`src/rtl/arith_fp_pkg.sv`:
```
// Shared constants and width helpers for the floating-point operand path.
package arith_fp_pkg;

  localparam int unsigned FP32_W = 32;
  localparam int unsigned FP64_W = 64;

  function automatic int unsigned clog2_min1(input int unsigned n);
    int unsigned w;
    w = $clog2(n);
    return (w < 1) ? 1 : w;
  endfunction

  // Count must represent 0..DEPTH inclusive; pointers only 0..DEPTH-1.
  function automatic int unsigned cnt_w(input int unsigned depth);
    return clog2_min1(depth + 1);
  endfunction

  function automatic int unsigned ptr_w(input int unsigned depth);
    return clog2_min1(depth);
  endfunction

endpackage

```
`src/rtl/arith_fp_opbuf.sv`:
```
// In-order operand buffer with wrapping pointers; DEPTH need not be a power of two.
module arith_fp_opbuf
  import arith_fp_pkg::*;
#(
  parameter int WIDTH = 32,
  parameter int DEPTH = 2,
  localparam int unsigned CW = cnt_w(DEPTH),
  localparam int unsigned PW = ptr_w(DEPTH)
) (
  input  logic             clk,
  input  logic             rst,
  input  logic             i_push,
  input  logic [WIDTH-1:0] i_data,
  input  logic             i_pop,
  output logic [WIDTH-1:0] o_data,
  output logic [CW-1:0]    o_count
);

  localparam logic [PW-1:0] LP_LAST = PW'(DEPTH - 1);

  logic [WIDTH-1:0] r_mem [DEPTH];
  logic [PW-1:0]    r_wr_ptr;
  logic [PW-1:0]    r_rd_ptr;
  logic [CW-1:0]    r_count;

  always_ff @(posedge clk) begin
    if (i_push) r_mem[r_wr_ptr] <= i_data;
  end

  always_ff @(posedge clk) begin
    if (rst) begin
      r_wr_ptr <= '0;
      r_rd_ptr <= '0;
      r_count  <= '0;
    end else begin
      if (i_push) r_wr_ptr <= (r_wr_ptr == LP_LAST) ? '0 : r_wr_ptr + 1'b1;
      if (i_pop)  r_rd_ptr <= (r_rd_ptr == LP_LAST) ? '0 : r_rd_ptr + 1'b1;
      case ({i_push, i_pop})
        2'b10:   r_count <= r_count + 1'b1;
        2'b01:   r_count <= r_count - 1'b1;
        default: r_count <= r_count;
      endcase
    end
  end

  assign o_data  = r_mem[r_rd_ptr];
  assign o_count = r_count;

endmodule

```
`src/rtl/arith_fp_operand_join.sv`:
```
// Pairs independent A/B operand streams in arrival order and presents them to a subtractor.
module arith_fp_operand_join
  import arith_fp_pkg::*;
#(
  parameter int WIDTH = 32,
  parameter int DEPTH = 2
) (
  input  logic             clk,
  input  logic             rst,
  input  logic             a_valid,
  output logic             a_ready,
  input  logic [WIDTH-1:0] a_data,
  input  logic             b_valid,
  output logic             b_ready,
  input  logic [WIDTH-1:0] b_data,
  output logic             out_valid,
  input  logic             out_ready,
  output logic [WIDTH-1:0] out_a,
  output logic [WIDTH-1:0] out_b
);

  localparam int unsigned   CW       = cnt_w(DEPTH);
  localparam logic [CW-1:0] LP_DEPTH = CW'(DEPTH);

  if (WIDTH != int'(FP32_W) && WIDTH != int'(FP64_W)) begin : g_bad_width
    $fatal(1, "arith_fp_operand_join: unsupported WIDTH %0d", WIDTH);
  end
  if (DEPTH < 1) begin : g_bad_depth
    $fatal(1, "arith_fp_operand_join: illegal DEPTH %0d", DEPTH);
  end

  logic [CW-1:0]    w_a_count;
  logic [CW-1:0]    w_b_count;
  logic [WIDTH-1:0] w_a_head;
  logic [WIDTH-1:0] w_b_head;
  logic             w_a_push;
  logic             w_b_push;
  logic             w_join;

  logic             r_out_valid;
  logic [WIDTH-1:0] r_out_a;
  logic [WIDTH-1:0] r_out_b;

  // Ready is derived purely from the registered counts.
  assign a_ready  = (w_a_count < LP_DEPTH);
  assign b_ready  = (w_b_count < LP_DEPTH);
  assign w_a_push = a_valid & a_ready;
  assign w_b_push = b_valid & b_ready;
  assign w_join   = (w_a_count != '0) && (w_b_count != '0) && (!r_out_valid || out_ready);

  arith_fp_opbuf #(.WIDTH(WIDTH), .DEPTH(DEPTH)) u_buf_a (
    .clk     (clk),
    .rst     (rst),
    .i_push  (w_a_push),
    .i_data  (a_data),
    .i_pop   (w_join),
    .o_data  (w_a_head),
    .o_count (w_a_count)
  );

  arith_fp_opbuf #(.WIDTH(WIDTH), .DEPTH(DEPTH)) u_buf_b (
    .clk     (clk),
    .rst     (rst),
    .i_push  (w_b_push),
    .i_data  (b_data),
    .i_pop   (w_join),
    .o_data  (w_b_head),
    .o_count (w_b_count)
  );

  always_ff @(posedge clk) begin
    if (rst) begin
      r_out_valid <= 1'b0;
      r_out_a     <= '0;
      r_out_b     <= '0;
    end else if (w_join) begin
      r_out_valid <= 1'b1;
      r_out_a     <= w_a_head;
      r_out_b     <= w_b_head;
    end else if (out_ready) begin
      r_out_valid <= 1'b0;
    end
  end

  assign out_valid = r_out_valid;
  assign out_a     = r_out_a;
  assign out_b     = r_out_b;

endmodule

```
`config.mk`:
```
export PLATFORM = sky130hd
export DESIGN_NAME = arith_fp_operand_join
export DESIGN_NICKNAME = d
export VERILOG_FILES = /design/src/rtl/arith_fp_pkg.sv /design/src/rtl/arith_fp_opbuf.sv /design/src/rtl/arith_fp_operand_join.sv
export SDC_FILE = /design/constraint.sdc
export NUM_CORES = 1
export LEC_CHECK = 0
export ABC_AREA = 0
export BUFFER_PORTS_ARGS = -buffer_cell sky130_fd_sc_hd__buf_2
export CAP_MARGIN = 30
export CORE_AREA = 2 2 146 120
export CTS_CLUSTER_SIZE = 16
export DETAILED_ROUTE_END_ITERATION = 7
export DIE_AREA = 0 0 148 122
export GPL_TIMING_DRIVEN = 0
export PLACE_DENSITY = 0.69
export SYNTH_ARGS = -nofsm -noshare
export SYNTH_HDL_FRONTEND = slang
export SYNTH_SLANG_ARGS = --single-unit
```
`constraint.sdc`:
```
create_clock -name clk -period 2.2 [get_ports clk]
set_input_delay 0.22 -clock clk [delete_from_list [all_inputs] [get_ports clk]]
set_output_delay 0.22 -clock clk [all_outputs]
set_load 0.1 [all_outputs]
```
* After elaboration in Yosys (flattened, before gate mapping) *
Memory sizes are Yosys's and may differ from the RTL's. A register that Yosys moved wholly into a read port is not among the register bits.
Cells that the tools add are included.

cells by class
  $mul = 0
  equality and inequality tests = 4
  shifts and indexed selects = 0
  bitwise logic cells = 2
  divide/modulo/power cells = 0
  add/subtract/negate cells = 8
  reduce and logical (&&, ||, !) cells = 9
  order comparisons = 2
  multiplexer cells = 12

operator list
  operator               number
  $mux W1                10
  $reduce_bool A2 Y1     5
  $pmux W2 S2            2
  $add A1 B1 Y1 const B  4
  $add A2 B1 Y2 const B  2
  $eq A2 B1 Y1 const B   2
  $eq A2 B2 Y1 const B   2
  $lt A2 B2 Y1 const B   2
  $sub A2 B1 Y2 const B  2
  $and A1 B1 Y1          2
  $logic_and A1 B1 Y1    2
  $logic_not A1 Y1       1
  $logic_or A1 B1 Y1     1

storage, ports and cells
  output and inout bits = 67
  flip-flop bits (word level) = 9
  memory bits (read-only) = 0
  word-level logic and storage cells = 46
  latch bits = 0
  bits of input ports = 69
  memories kept = 2
  bits in writable memories = 128

memory list
  memory         words  bits a word  rd ports  clocked after memory_dff  wr ports  RTL line              RTL
  u_buf_a.r_mem  2      32           1         1                         1         arith_fp_opbuf.sv:21  logic [WIDTH-1:0] r_mem [DEPTH];
  u_buf_b.r_mem  2      32           1         1                         1         arith_fp_opbuf.sv:21

* Depth between registers and ports, before layout *
Gate-level depths: netlist of the first run.

  word-level depth = 5
  mapped depth = 9
  gate-level depth less buffers = 6

* Cells and area by module *
A second synthesis of the first run with hierarchy kept.

unflattened totals
  cell total of the unflattened synthesis = 526
  area, all modules = 7972.6 µm²

modules (own cells, without submodules)
  module                 area each (µm²)  times used  sequential area each (µm²)  cells an instance
  arith_fp_opbuf         2502.4           2           2021.9                      120
  arith_fp_operand_join  2967.8           1           1301.2                      286

* Worst setup path after synthesis of the first run *
No wires, ideal clock.

  path type = register to register
  start = register r_out_valid, in the netlist out_valid
  end = register u_buf_a.r_count[1], in the netlist u_buf_a.o_count[1]
  path slack = -0.274 ns
  buffers on the path = 3
  stages on the path, launching flop included = 9
  arrival time = 2.403 ns
  library setup time = 0.071 ns
  clock period less this slack = 2.474 ns
  data required time = 2.129 ns
  path through = dfxtp_1 > nand2b_1 > clkbuf_1 > and2_1 > clkbuf_1 > buf_2 > ha_1 > or3_1 > a21oi_1

on the way
  cells in the longest elaborated chain, start to end = 5
  elaborated cells between the ends (all ways) = 7
  classes of those cells = eq/ne: 2; mux: 1; reduce/logical: 4

ends and longest elaborated chain
  item                                               RTL line                     RTL
  start, declared                                    arith_fp_operand_join.sv:40  logic r_out_valid;
  start signal, assigned                             arith_fp_operand_join.sv:73  r_out_valid <= 1'b0;
  start signal, assigned                             arith_fp_operand_join.sv:77  r_out_valid <= 1'b1;
  start signal, assigned                             arith_fp_operand_join.sv:81  r_out_valid <= 1'b0;
  $logic_not A1 Y1 (*)                               arith_fp_operand_join.sv:49  assign w_join = (w_a_count != '0) && (w_b_count != '0) && (!r_out_valid || out_ready);
  $logic_or A1 B1 Y1 (*)                             arith_fp_operand_join.sv:49
  $logic_and A1 B1 Y1 (*)                            arith_fp_operand_join.sv:49
  via u_buf_a.i_pop                                  arith_fp_opbuf.sv:14         input logic i_pop,
  $eq A2 B1 Y1 or $eq A2 B2 Y1 (tied branches)       arith_fp_opbuf.sv:38         case ({i_push, i_pop})
  $pmux W2 S2 or $reduce_bool A2 Y1 (tied branches)  n/a
  end signal, assigned                               arith_fp_opbuf.sv:39         2'b10: r_count <= r_count + 1'b1;
  end signal, assigned                               arith_fp_opbuf.sv:40         2'b01: r_count <= r_count - 1'b1;
  end signal, assigned                               arith_fp_opbuf.sv:41         default: r_count <= r_count;
  end, declared                                      arith_fp_opbuf.sv:24         logic [CW-1:0] r_count;

The timed path passes the listed nets; every way through them passes the cells marked *.
A chain may end at the register's enable or synchronous reset.

* Worst setup path in the final report of the first run *
  start = register u_buf_b.r_count[1], in the netlist u_buf_b.o_count[1]
  end = register u_buf_b.r_count[1], in the netlist u_buf_b.o_count[1]

on the way
  cells in the longest elaborated chain, start to end = 5
  elaborated cells between the ends (all ways) = 11
  classes of those cells = add/sub: 2; order compare: 1; eq/ne: 2; mux: 1; bitwise: 1; reduce/logical: 4

ends and longest elaborated chain
  item                                               RTL line
  start, declared                                    arith_fp_opbuf.sv:24
  start signal, assigned                             arith_fp_opbuf.sv:39
  start signal, assigned                             arith_fp_opbuf.sv:40
  start signal, assigned                             arith_fp_opbuf.sv:41
  $reduce_bool A2 Y1 (*)                             arith_fp_operand_join.sv:49
  $logic_and A1 B1 Y1 (*) (2 in a row)               arith_fp_operand_join.sv:49
  via u_buf_a.i_pop                                  arith_fp_opbuf.sv:14
  $eq A2 B1 Y1 or $eq A2 B2 Y1 (tied branches)       arith_fp_opbuf.sv:38
  $pmux W2 S2 or $reduce_bool A2 Y1 (tied branches)  n/a

Marked as above.

==> results.py, run 1 <==
metrics = {
    "yosys": {
        "post_synthesis_instance_total": 471,
        "portion_of_the_post_synthesis_area_used_by_sequential_elements_pct": 72.3,
        "postSynth.asyncResetShare_pct": 0,
        "netlist-cell-type-count": 23,
        "synthAdderAreaFrac_pct": 0.341,
        "synth.avg_cell_area_um2": 15.6,
        "compound_cell_area_share_of_the_yosys_netlist_pct": 13.5,
        "ys_seq_elements": 201,
        "synthMuxAreaShare_pct": 8.73,
        "synth_top_family_by_area": "compound AO/OA/AOI/OAI gates",
        "post_syn_nets": 542,
        "ys.warnings.count": 0,
        "synth_edf_count": 128,
        "ys_dominant_reg_cell": "edfxtp_1",
        "post_synth_xor_area_fraction_pct": 0.716,
        "netlist_area_mm2": 0.00734,
        "basic_gate_share_of_the_synthesized_area_counting_and_or_nand_and_nor_cells_pct": 1.54,
    },
    "timing": {
        "slew_viol_final": 0,
        "timing_hold_violations_final": 0,
        "post-route-min-period_ns": 2.00,
        "slew_headroom_pct": 39.7,
        "worst_clock_skew_ns": 0.00786,
        "period_share_pct": 90.9,
        "rsz0062_at_grt": "false",
        "fmax_mhz": 500,
        "tightest_slew_ns": 0.905,
        "setup_viol": 0,
    },
    "power_and_ir_drop": {
        "combPwrFrac_pct": 41.4,
        "power.switching_w": 0.00684,
        "pwr-share-clk_pct": 24.5,
        "power.static_leakage_nw": 3.59,
        "ir_drop_mv": 1.44,
        "cellInternalPower_w": 0.00892,
        "p_seq_share_pct": 34.1,
        "sw_frac_of_total_pct": 43.4,
        "power_density_mw_per_mm2": 1610,
        "p_total_w": 0.0158,
    },
    "clock_tree": {
        "cts.root.buffer_cell": "clkbuf_16",
        "cts_tree": "done",
        "post-cts-setup-buffers": 0,
        "path_clk_slew_ns": 0.06,
        "tritoncts_num_sinks": 201,
        "cts.path.max_buffers": 3,
        "cts_made_buffers": 21,
        "worst_skew_pair.late_latency_ns": 0.49,
        "cts_max_level": 1,
    },
    "global_routing": {
        "grt_usage_pct": 18.2,
        "number_of_antenna_violations_at_the_first_check_in_global_routing": 0,
        "grt_pass1_wl_um": 25800,
        "grt_overflow_total": 0,
        "maximum_number_of_pins_on_one_net_before_global_route_repair": 33,
        "number_of_global_route_vias_before_repair": 4877,
    },
    "placed_design": {
        "gp_congestion": 0.724,
        "sum_of_net_half_perimeters_after_detailed_placement_um": 10800,
        "place.port_buffers": 135,
    },
    "cells_and_area": {
        "final_cell_mix": "buf_2, edfxtp_1, dfxtp_1, a21oi_1",
        "areaGrowthSynthToFinish_pct": 33.3,
        "number_of_antenna_repair_diodes": 0,
        "layout.core_utilization_pct": 58.2,
        "layout-drive-gt1-share_pct": 32.2,
        "fin_nets": 764,
        "layout_commonest_cell": "buf_2",
    },
    "routing": {
        "drt_drc_violations_left": 0,
        "detail_route.vias_per_cell": 5.05,
        "drt-pass1-iter-count": 4,
        "dr_total_vias": 4715,
        "antenna_violating_nets_post_route": 0,
        "routed_wl_um": 16600,
        "drt_iter0_markers": 185,
        "routedWlPerCell_um": 17.8,
    },
    "critical_path": {
        "crit_path_end_kind": "flop",
        "cp.arrival_ns": 2.42,
        "startpoint_type": "flop",
        "cp_data_required_time_ns": 2.62,
        "criticalPathCategory": "reg -> reg",
        "r2r-end": "u_buf_b.o_count[1]",
        "critical_path_peak_fanout": 11,
        "r2r_start": "u_buf_b.o_count[1]",
        "r2r_cells": 6,
        "timing.reg2reg.setup_slack_ns": 0.20,
    },
    "floorplan": {
        "core_area_mm2": 0.0168,
        "pin_count": 136,
        "die_y_um": 122,
        "start_util_pct": 43.7,
        "floorplan.die_area_mm2": 0.0181,
        "die_width_um": 148,
        "rows": 43,
    },
    "outcome": {
        "outcome": "finished clean",
    },
    "worst_hold_path": {
        "hold_path_cell_cnt": 3,
        "worst_hold_startpoint": "rst",
        "worst_hold_path.endpoint": "u_buf_b.r_rd_ptr",
        "worst_min_delay_path_category": "in -> reg",
    },
    "flow_run": {
        "drv.max_cap_violation_count": 0,
    },
}
## metrics by stage
stage,setup TNS (ns),hold WS (ns),instance area [um^2],instances,setup slack [ns]
6_report,0,0.0227,9780,933,0.200
5_1_grt,0,0.0198,9780,933,0.0780
4_1_cts,0,0.00827,9780,935,0.0224
3_5_place_dp,-0.0998,0.411,8370,833,-0.0601
3_3_place_gp,-11.50,0.407,8300,831,-0.213
2_1_floorplan,0,0.319,7340,471,0.0380
## layout make-up
type                            instances  area [um^2]
Fill cell                            1361         7010
Sequential cell                       201         5310
Multi-Input combinational cell        229         1840
Timing Repair Buffer                  201         1370
Clock buffer                           28          592
Tap cell                              225          282
Buffer                                 37          198
Clock inverter                         10          180
Inverter                                2         7.51
## registers in the layout, indices dropped and copies added, names as in the netlist
name	count
u_buf_a.o_count	2
u_buf_b.r_wr_ptr	1
out_a	32
out_b	32
u_buf_b.r_mem	64
out_valid	1
u_buf_b.r_rd_ptr	1
u_buf_a.r_wr_ptr	1
u_buf_a.r_mem	64
u_buf_a.r_rd_ptr	1
u_buf_b.o_count	2
## cell usage after synthesis (all sizes together), types with 4 or more instances
cell type	n	area share [%]
clkbuf	18	0.92
nor2	9	0.46
buf	21	1.8
o21ai	4	0.27
a211oi	64	8.6
xor2	4	0.48
a21oi	66	4.5
edfxtp	128	52
nand2b	5	0.43
mux2i	64	8.7
dfxtp	73	20
## how the worst max path moves through the flow
stage / start / endpoint / slack (ns)
final: u_buf_b.o_count[1] / u_buf_b.o_count[1] / 0.20
after global routing: u_buf_b.o_count[1] / u_buf_a.o_count[1] / 0.08
after CTS: u_buf_b.o_count[1] / u_buf_b.o_count[1] / 0.02
after detailed placement: u_buf_b.o_count[1] / u_buf_b.o_count[1] / -0.06
after global placement: u_buf_a.o_count[1] / u_buf_a.r_mem[0][7] / -0.21
after floorplan: out_valid / u_buf_a.o_count[1] / 0.04
## metal layers
metal	track usage [%]	part of all wire, %	vias to the layer above	wire length [um]
met4	4.52	2.1	0	345
met3	3.37	5.0	28	834
met5	0	0	-	0
li1	-	-	2257	-
met1	24.6	46	2311	7540
met2	30.5	47	119	7850
## power groups by stage
stage / clock network, W / logic (W) / registers, W
2_1_floorplan: 0 / 0.00218 / 0.00841
5_1_grt: 0.00409 / 0.00686 / 0.00545
6_report: 0.00386 / 0.00652 / 0.00537
3_5_place_dp: 0 / 0.00646 / 0.00543
3_3_place_gp: 0 / 0.00627 / 0.00540
4_1_cts: 0.00393 / 0.00656 / 0.00536
## worst max-delay path, cell delays in order, from the launching register on
cell and delay (ns):
dfxtp_1 0.40, o22a_2 0.28, and2_1 0.25, buf_4 0.22
ha_1 0.28, or3_1 0.35, a21oi_1 0.14
## kinds of logic (layout without fill, tap and decap cells)
group	count (synthesis)	after routing
flip-flops	201	201
AO/OA/AOI/OAI	135	135
multiplexers	64	64
buffers and inverters	41	278
AND/OR/NAND/NOR	22	22
XOR/XNOR	6	6
adder cells (fa/ha/maj)	2	2
## repair_timing
item,CTS,global route
hold buffers,64,0
setup endpoints to repair,2,2
hold endpoints to repair,128,0
gates resized for setup,1,2
Note: power is estimated with default switching activity, not from simulation.
==> run 2, diff against run 1 <==
--- a/config.mk
+++ b/config.mk
@@ -9,11 +9,13 @@
 export BUFFER_PORTS_ARGS = -buffer_cell sky130_fd_sc_hd__buf_2
 export CAP_MARGIN = 30
 export CORE_AREA = 2 2 146 120
+export CTS_CLUSTER_DIAMETER = 120
 export CTS_CLUSTER_SIZE = 16
 export DETAILED_ROUTE_END_ITERATION = 7
 export DIE_AREA = 0 0 148 122
 export GPL_TIMING_DRIVEN = 0
-export PLACE_DENSITY = 0.69
+export PLACE_DENSITY = 0.67
+export SETUP_SLACK_MARGIN = 0.1
 export SYNTH_ARGS = -nofsm -noshare
 export SYNTH_HDL_FRONTEND = slang
 export SYNTH_SLANG_ARGS = --single-unit
==> constraint.sdc (replaced) <==
create_clock -name clk -period 1.95 [get_ports clk]
set_input_delay 0.195 -clock clk [delete_from_list [all_inputs] [get_ports clk]]
set_output_delay 0.195 -clock clk [all_outputs]
set_load 0.1 [all_outputs]
==> results.py, run 2 (synthesis gave the netlist of run 1 again) <==
metrics = {
    "placed_design": {
        "sum_of_net_half_perimeters_after_detailed_placement_um": 10900,
        "place_worst_setup_slack_ns": -0.132,
        "place.port_buffers": 135,
        "gp_congestion": 0.733,
        "placedInstanceArea_mm2": 0.00840,
        "dp.cells": 833,
    },
    "clock_tree": {
        "worst_skew_pair.late_latency_ns": 0.47,
        "path_clk_slew_ns": 0.07,
        "cts_tree": "done",
        "cts.root.buffer_cell": "clkbuf_16",
        "cts_made_buffers": 16,
        "cts_max_level": 1,
        "cts.path.max_buffers": 3,
        "tritoncts_num_sinks": 201,
    },
    "timing": {
        "timing_hold_violations_final": 0,
        "post-route-min-period_ns": 1.83,
        "period_share_pct": 93.6,
        "fmax_mhz": 548,
        "setup_viol": 0,
        "worst_clock_skew_ns": 0.00926,
        "rsz0062_at_grt": "true",
        "slew_viol_final": 0,
        "finalWorstSetupSlack_ns": 0.125,
        "tightest_slew_ns": 0.895,
        "hold_ws_ns": 0.247,
        "slew_headroom_pct": 40.4,
    },
    "routing": {
        "routed_wl_um": 16600,
        "drt_drc_violations_left": 0,
        "routedWlPerCell_um": 17.8,
        "detail_route.vias_per_cell": 5.15,
        "dr_total_vias": 4798,
        "antenna_violating_nets_post_route": 0,
        "drt-pass1-iter-count": 5,
        "drt_iter0_markers": 247,
    },
    "cells_and_area": {
        "fin_nets": 770,
        "largest_registers_in_the_final_layout": "u_buf_a.r_mem: 64 flops, u_buf_b.r_mem: 64 flops",
        "areaGrowthSynthToFinish_pct": 31.1,
        "fillers": 1371,
        "layout_commonest_cell": "buf_2",
        "final_cell_mix": "buf_2, edfxtp_1, dfxtp_1, a21oi_1, dlygate4sd3_1",
        "layout-drive-gt1-share_pct": 33.0,
        "sequential_cell_area_in_the_final_layout_mm2": 0.00532,
        "multi_input_comb_area_mm2": 0.00188,
        "number_of_antenna_repair_diodes": 0,
        "post_layout_nonfiller_instances": 932,
        "post-route-cell-area_mm2": 0.00962,
    },
    "worst_hold_path": {
        "worst_min_delay_path_category": "in -> reg",
        "hold_path_cell_cnt": 4,
    },
    "critical_path": {
        "cp_data_required_time_ns": 2.35,
        "r2r_cells": 8,
        "cp.arrival_ns": 2.22,
        "worstSetupStartpoint": "u_buf_b.o_count[1]",
        "crit_path_end_kind": "flop",
        "r2r-end": "u_buf_a.o_count[1]",
        "critical_path_peak_fanout": 4,
        "critical_path.endpoint": "u_buf_a.o_count[1]",
        "cp_slowest_stage_delay_ns": 0.36,
        "worst_path_max_delay_cell": "or3_1",
        "r2r_start": "u_buf_b.o_count[1]",
        "timing.reg2reg.setup_slack_ns": 0.12,
        "criticalPathCategory": "reg -> reg",
        "timing.critical_path.cells": "o22a_2 > and2_4 > buf_6 > buf_8 > ha_4 > xnor2_2 > or3_1 > a21oi_2",
        "startpoint_type": "flop",
    },
    "power_and_ir_drop": {
        "power_density_mw_per_mm2": 1730,
        "power.static_leakage_nw": 3.50,
        "ir_drop_mv": 1.36,
    },
    "global_routing": {
        "number_of_antenna_violations_at_the_first_check_in_global_routing": 0,
        "grt_usage_pct": 18.2,
        "maximum_number_of_pins_on_one_net_before_global_route_repair": 33,
        "grt_overflow_total": 0,
        "number_of_global_route_vias_before_repair": 4955,
        "grt_pass1_wl_um": 25700,
    },
    "floorplan": {
        "core_area_mm2": 0.0168,
        "die_width_um": 148,
        "pin_count": 136,
        "rows": 43,
        "start_util_pct": 43.7,
        "die_y_um": 122,
        "floorplan.die_area_mm2": 0.0181,
    },
    "outcome": {
        "outcome": "finished clean",
    },
    "flow_run": {
        "drv.max_cap_violation_count": 0,
    },
}
[run 2: metal layers]
layer	routed length, um	GRT usage (%)
met5	0	0
met3	936	3.78
met1	7350	24.3
met4	312	4.40
met2	8030	30.8
[run 2: metrics by stage]
step	total power [W]	util, %	setup TNS [ns]
after floorplan	0.0120	-	-0.0265
after global placement	0.0132	49.6	-30.27
after detailed placement	0.0135	50.0	-0.183
after CTS	0.0166	56.8	0
after global routing	0.0174	57.3	0
final	0.0166	57.3	0
[run 2: worst max-delay path, delay by kind of cell, from the launching register on]
kind                       cells  cell delay [ns]
buffers and inverters          2             0.23
DFF                            1             0.35
xor gates and xnor gates       1             0.13
adders and majority gates      1             0.16
and+or+nand+nor                2             0.50
AOI/OAI and AO/OA              2             0.38
[run 2: worst min path at each step]
stage / slack (ns) / endpoint / from
after floorplan: 0.29 / u_buf_a.r_mem[0][0] / a_data[0]
after global placement: 0.38 / u_buf_b.r_mem[0][30] / b_data[30]
after detailed placement: 0.39 / u_buf_a.r_mem[0][2] / a_data[2]
after CTS: 0.23 / u_buf_a.r_wr_ptr / a_valid
after global routing: 0.29 / u_buf_a.r_wr_ptr / a_valid
final: 0.25 / u_buf_a.r_wr_ptr / a_valid
[run 2: power breakdown]
group          internal [W]  total [W]  switching [W]
clock               0.00161    0.00301        0.00140
sequential          0.00561    0.00606       0.000451
combinational       0.00181    0.00756        0.00575
total               0.00904     0.0166        0.00760
[run 2: layout make-up]
type	count	share of cell area, %
sequential	201	55.3
multi-input combinational	229	19.5
timing repair buffer	210	15.0
clock buffer	25	4.74
tap	225	2.93
buffer	39	2.33
inverter	2	0.156
clock inverter	1	0.0911
[run 2: repair_timing]
item	CTS	global route
hold buffers	65	0
gates resized for setup	3	13
pin swaps	1	4
endpoints found under the setup margin	3	2
endpoints found under the hold margin	130	0
setup buffers	1	7
==> run 3, diff against run 2 <==
--- a/config.mk
+++ b/config.mk
@@ -5,14 +5,14 @@
 export SDC_FILE = /design/constraint.sdc
 export NUM_CORES = 1
 export LEC_CHECK = 0
-export ABC_AREA = 0
+export ABC_AREA = 1
 export BUFFER_PORTS_ARGS = -buffer_cell sky130_fd_sc_hd__buf_2
 export CAP_MARGIN = 30
-export CORE_AREA = 2 2 146 120
+export CORE_AREA = 2 2 150 122
 export CTS_CLUSTER_DIAMETER = 120
 export CTS_CLUSTER_SIZE = 16
 export DETAILED_ROUTE_END_ITERATION = 7
-export DIE_AREA = 0 0 148 122
+export DIE_AREA = 0 0 152 124
 export GPL_TIMING_DRIVEN = 0
 export PLACE_DENSITY = 0.67
 export SETUP_SLACK_MARGIN = 0.1
==> results.py, run 3 <==
metrics = {
    "floorplan": {
        "die_y_um": 124,
        "floorplan.die_area_mm2": 0.0188,
        "die_width_um": 152,
        "pin_count": 136,
        "core_area_mm2": 0.0173,
        "rows": 43,
        "start_util_pct": 44.5,
    },
    "global_routing": {
        "grt_overflow_total": 0,
        "grt_usage_pct": 18.5,
        "grt_use_met1_pct": 25.8,
        "maximum_number_of_pins_on_one_net_before_global_route_repair": 31,
        "grt.met3_usage_pct": 3.41,
        "number_of_global_route_vias_before_repair": 5348,
        "global_route.peak_usage_layer": "met2",
        "globalRouteMet2Util_pct": 30.6,
        "number_of_antenna_violations_at_the_first_check_in_global_routing": 0,
        "grt_pass1_wl_um": 27400,
    },
    "critical_path": {
        "cp_data_required_time_ns": 2.31,
        "crit_family": "buffers and inverters",
        "worst_path_max_delay_cell": "dfxtp_2",
        "r2r_cells": 11,
        "cp.arrival_ns": 2.06,
        "r2r_start": "u_buf_b.o_count[1]",
        "cp_slowest_stage_delay_ns": 0.34,
        "timing.critical_path.cells": "inv_4 > nand2_1 > nand3_4 > buf_12 > buf_12 > inv_1 > ha_1 > inv_1 > nand4_1 > nand2_1 > nor2_1",
        "criticalPathCategory": "reg -> reg",
        "cp.buffers_inverters": 5,
        "r2r-end": "u_buf_a.o_count[1]",
        "startpoint_type": "flop",
        "crit_path_end_kind": "flop",
        "critical_path_peak_fanout": 10,
        "timing.reg2reg.setup_slack_ns": 0.25,
    },
    "clock_tree": {
        "worst_skew_pair.late_latency_ns": 0.47,
        "cts_max_level": 1,
        "cts.root.buffer_cell": "clkbuf_16",
        "cts.path.max_buffers": 3,
        "cts_made_buffers": 16,
        "tritoncts_num_sinks": 201,
        "cts_tree": "done",
        "path_clk_slew_ns": 0.07,
    },
    "yosys": {
        "ys.warnings.count": 0,
        "post_synth_xor_area_fraction_pct": 0,
        "post-synth-top-area-cell": "edfxtp_1",
        "synthMuxAreaShare_pct": 0,
        "compound_cell_area_share_of_the_yosys_netlist_pct": 0.618,
        "postSynth.asyncResetShare_pct": 0,
        "yosysTopAreaCellShare_pct": 50.0,
        "netlist-cell-type-count": 16,
        "synth.avg_cell_area_um2": 9.56,
        "ys_seq_elements": 201,
        "portion_of_the_post_synthesis_area_used_by_sequential_elements_pct": 69.0,
        "post_syn_nets": 875,
        "synth_top_family_by_area": "simple AND/OR/NAND/NOR gates",
        "synthAdderAreaFrac_pct": 0.325,
        "basic_gate_share_of_the_synthesized_area_counting_and_or_nand_and_nor_cells_pct": 23.5,
        "synthMostInstantiatedCell": "nand2_1",
        "post_synth_most_frequent_cells": "nand2_1, nor2_1, edfxtp_1",
        "ys_dominant_reg_cell": "edfxtp_1",
        "netlist_area_mm2": 0.00769,
        "synth_edf_count": 128,
        "post_synth_main_area_contributors": "edfxtp_1, dfxtp_1, nand2_1",
        "post_synthesis_instance_total": 804,
    },
    "placed_design": {
        "placedInstanceArea_mm2": 0.00876,
        "sum_of_net_half_perimeters_after_detailed_placement_um": 11400,
        "gp_congestion": 0.769,
        "place_worst_setup_slack_ns": 0.0913,
        "place.port_buffers": 135,
    },
    "cells_and_area": {
        "layout-drive-gt1-share_pct": 19.1,
        "areaGrowthSynthToFinish_pct": 29.0,
        "post-route-cell-area_mm2": 0.00992,
        "fillers": 1501,
        "fin_nets": 1098,
        "largest_registers_in_the_final_layout": "u_buf_a.r_mem: 64 flops, u_buf_b.r_mem: 64 flops",
        "final_cell_mix": "nand2_1, buf_2, nor2_1, edfxtp_1, inv_1",
        "sequential_cell_area_in_the_final_layout_mm2": 0.00531,
        "multi_input_comb_area_mm2": 0.00192,
        "number_of_antenna_repair_diodes": 0,
        "layout_commonest_cell": "nand2_1",
    },
    "timing": {
        "period_share_pct": 87.3,
        "slew_headroom_pct": 55.5,
        "worst_clock_skew_ns": 0.0152,
        "slew_viol_final": 0,
        "tns_ns": 0,
        "post-route-min-period_ns": 1.70,
        "rsz0062_at_grt": "false",
        "hold_ws_ns": 0.0690,
        "fmax_mhz": 587,
        "setup_viol": 0,
        "timing_hold_violations_final": 0,
        "finalWorstSetupSlack_ns": 0.247,
        "tightest_slew_ns": 0.667,
    },
    "routing": {
        "detail_route.vias_per_cell": 4.45,
        "routed_wl_um": 17300,
        "drt_drc_violations_left": 0,
        "routedWlPerCell_um": 13.7,
        "drt-pass1-iter-count": 5,
        "dr_total_vias": 5609,
        "drt_iter0_markers": 332,
        "antenna_violating_nets_post_route": 0,
    },
    "worst_hold_path": {
        "worst_hold_path.endpoint": "u_buf_a.r_wr_ptr",
        "worst_min_delay_path_category": "in -> reg",
        "hold_path_cell_cnt": 3,
        "worst_hold_startpoint": "a_valid",
    },
    "outcome": {
        "outcome": "finished clean",
    },
    "flow_run": {
        "drv.max_cap_violation_count": 0,
    },
}
-- run 3: worst max path at each step --
stage / start / end / slack, ns / depth (start not counted)
floorplan: u_buf_a.o_count[1] / u_buf_a.r_mem[1][0] / -0.07 / 3
global placement: u_buf_a.o_count[1] / u_buf_a.r_mem[1][26] / -0.37 / 3
detailed placement: u_buf_b.o_count[1] / u_buf_a.o_count[1] / 0.09 / 11
CTS: u_buf_b.o_count[1] / u_buf_a.o_count[1] / 0.12 / 11
global route: u_buf_b.o_count[0] / u_buf_b.o_count[1] / 0.11 / 11
finish: u_buf_b.o_count[1] / u_buf_a.o_count[1] / 0.25 / 11
-- run 3: final cells by class --
| cell class | instances | area share [%] |
|---|---|---|
| Sequential cell | 201 | 53.6 |
| Multi-Input combinational cell | 489 | 19.3 |
| Timing Repair Buffer | 205 | 14.3 |
| Clock buffer | 26 | 4.63 |
| Inverter | 79 | 3.04 |
| Tap cell | 225 | 2.84 |
| Buffer | 35 | 2.26 |
| Clock inverter | 1 | 0.0883 |
-- run 3: logic make-up after synthesis --
logic type      Yosys count
compound gates            9
fa+ha+maj                 2
buf+inv                 114
flops                   201
simple gates            478
-- run 3: repair_timing --
item                                   4_1_cts  5_1_grt
gates resized for setup                      2        6
endpoints found under the hold margin      131        0
hold buffers                                65        0
cloned                                       0        0
setup endpoints to repair                    1        4
setup buffers                                0        1
-- run 3: routing by layer --
metal  vias up  wire [um]  part of all wire (%)
met5         -          0                     0
met4         0        352                   2.0
met1      2501       8200                    47
met2       155       7620                    44
li1       2926          -                     -
met3        27       1100                   6.4
-- run 3: worst min-delay path: stages --
cell and delay, ns:
buf_2 0.10, a21oi_1 0.06, nor3_1 0.13
-- run 3: stage by stage --
stage | util [%] | instances
after detailed placement | 50.7 | 1168
after global placement | 50.2 | 1164
after floorplan | - | 804
final | 57.4 | 1261
after CTS | 57.3 | 1260
after global routing | 57.4 | 1261
Power of run 3 is not shown: default switching activity piles up to over one toggle a cycle in this logic, so the estimate is an artifact.
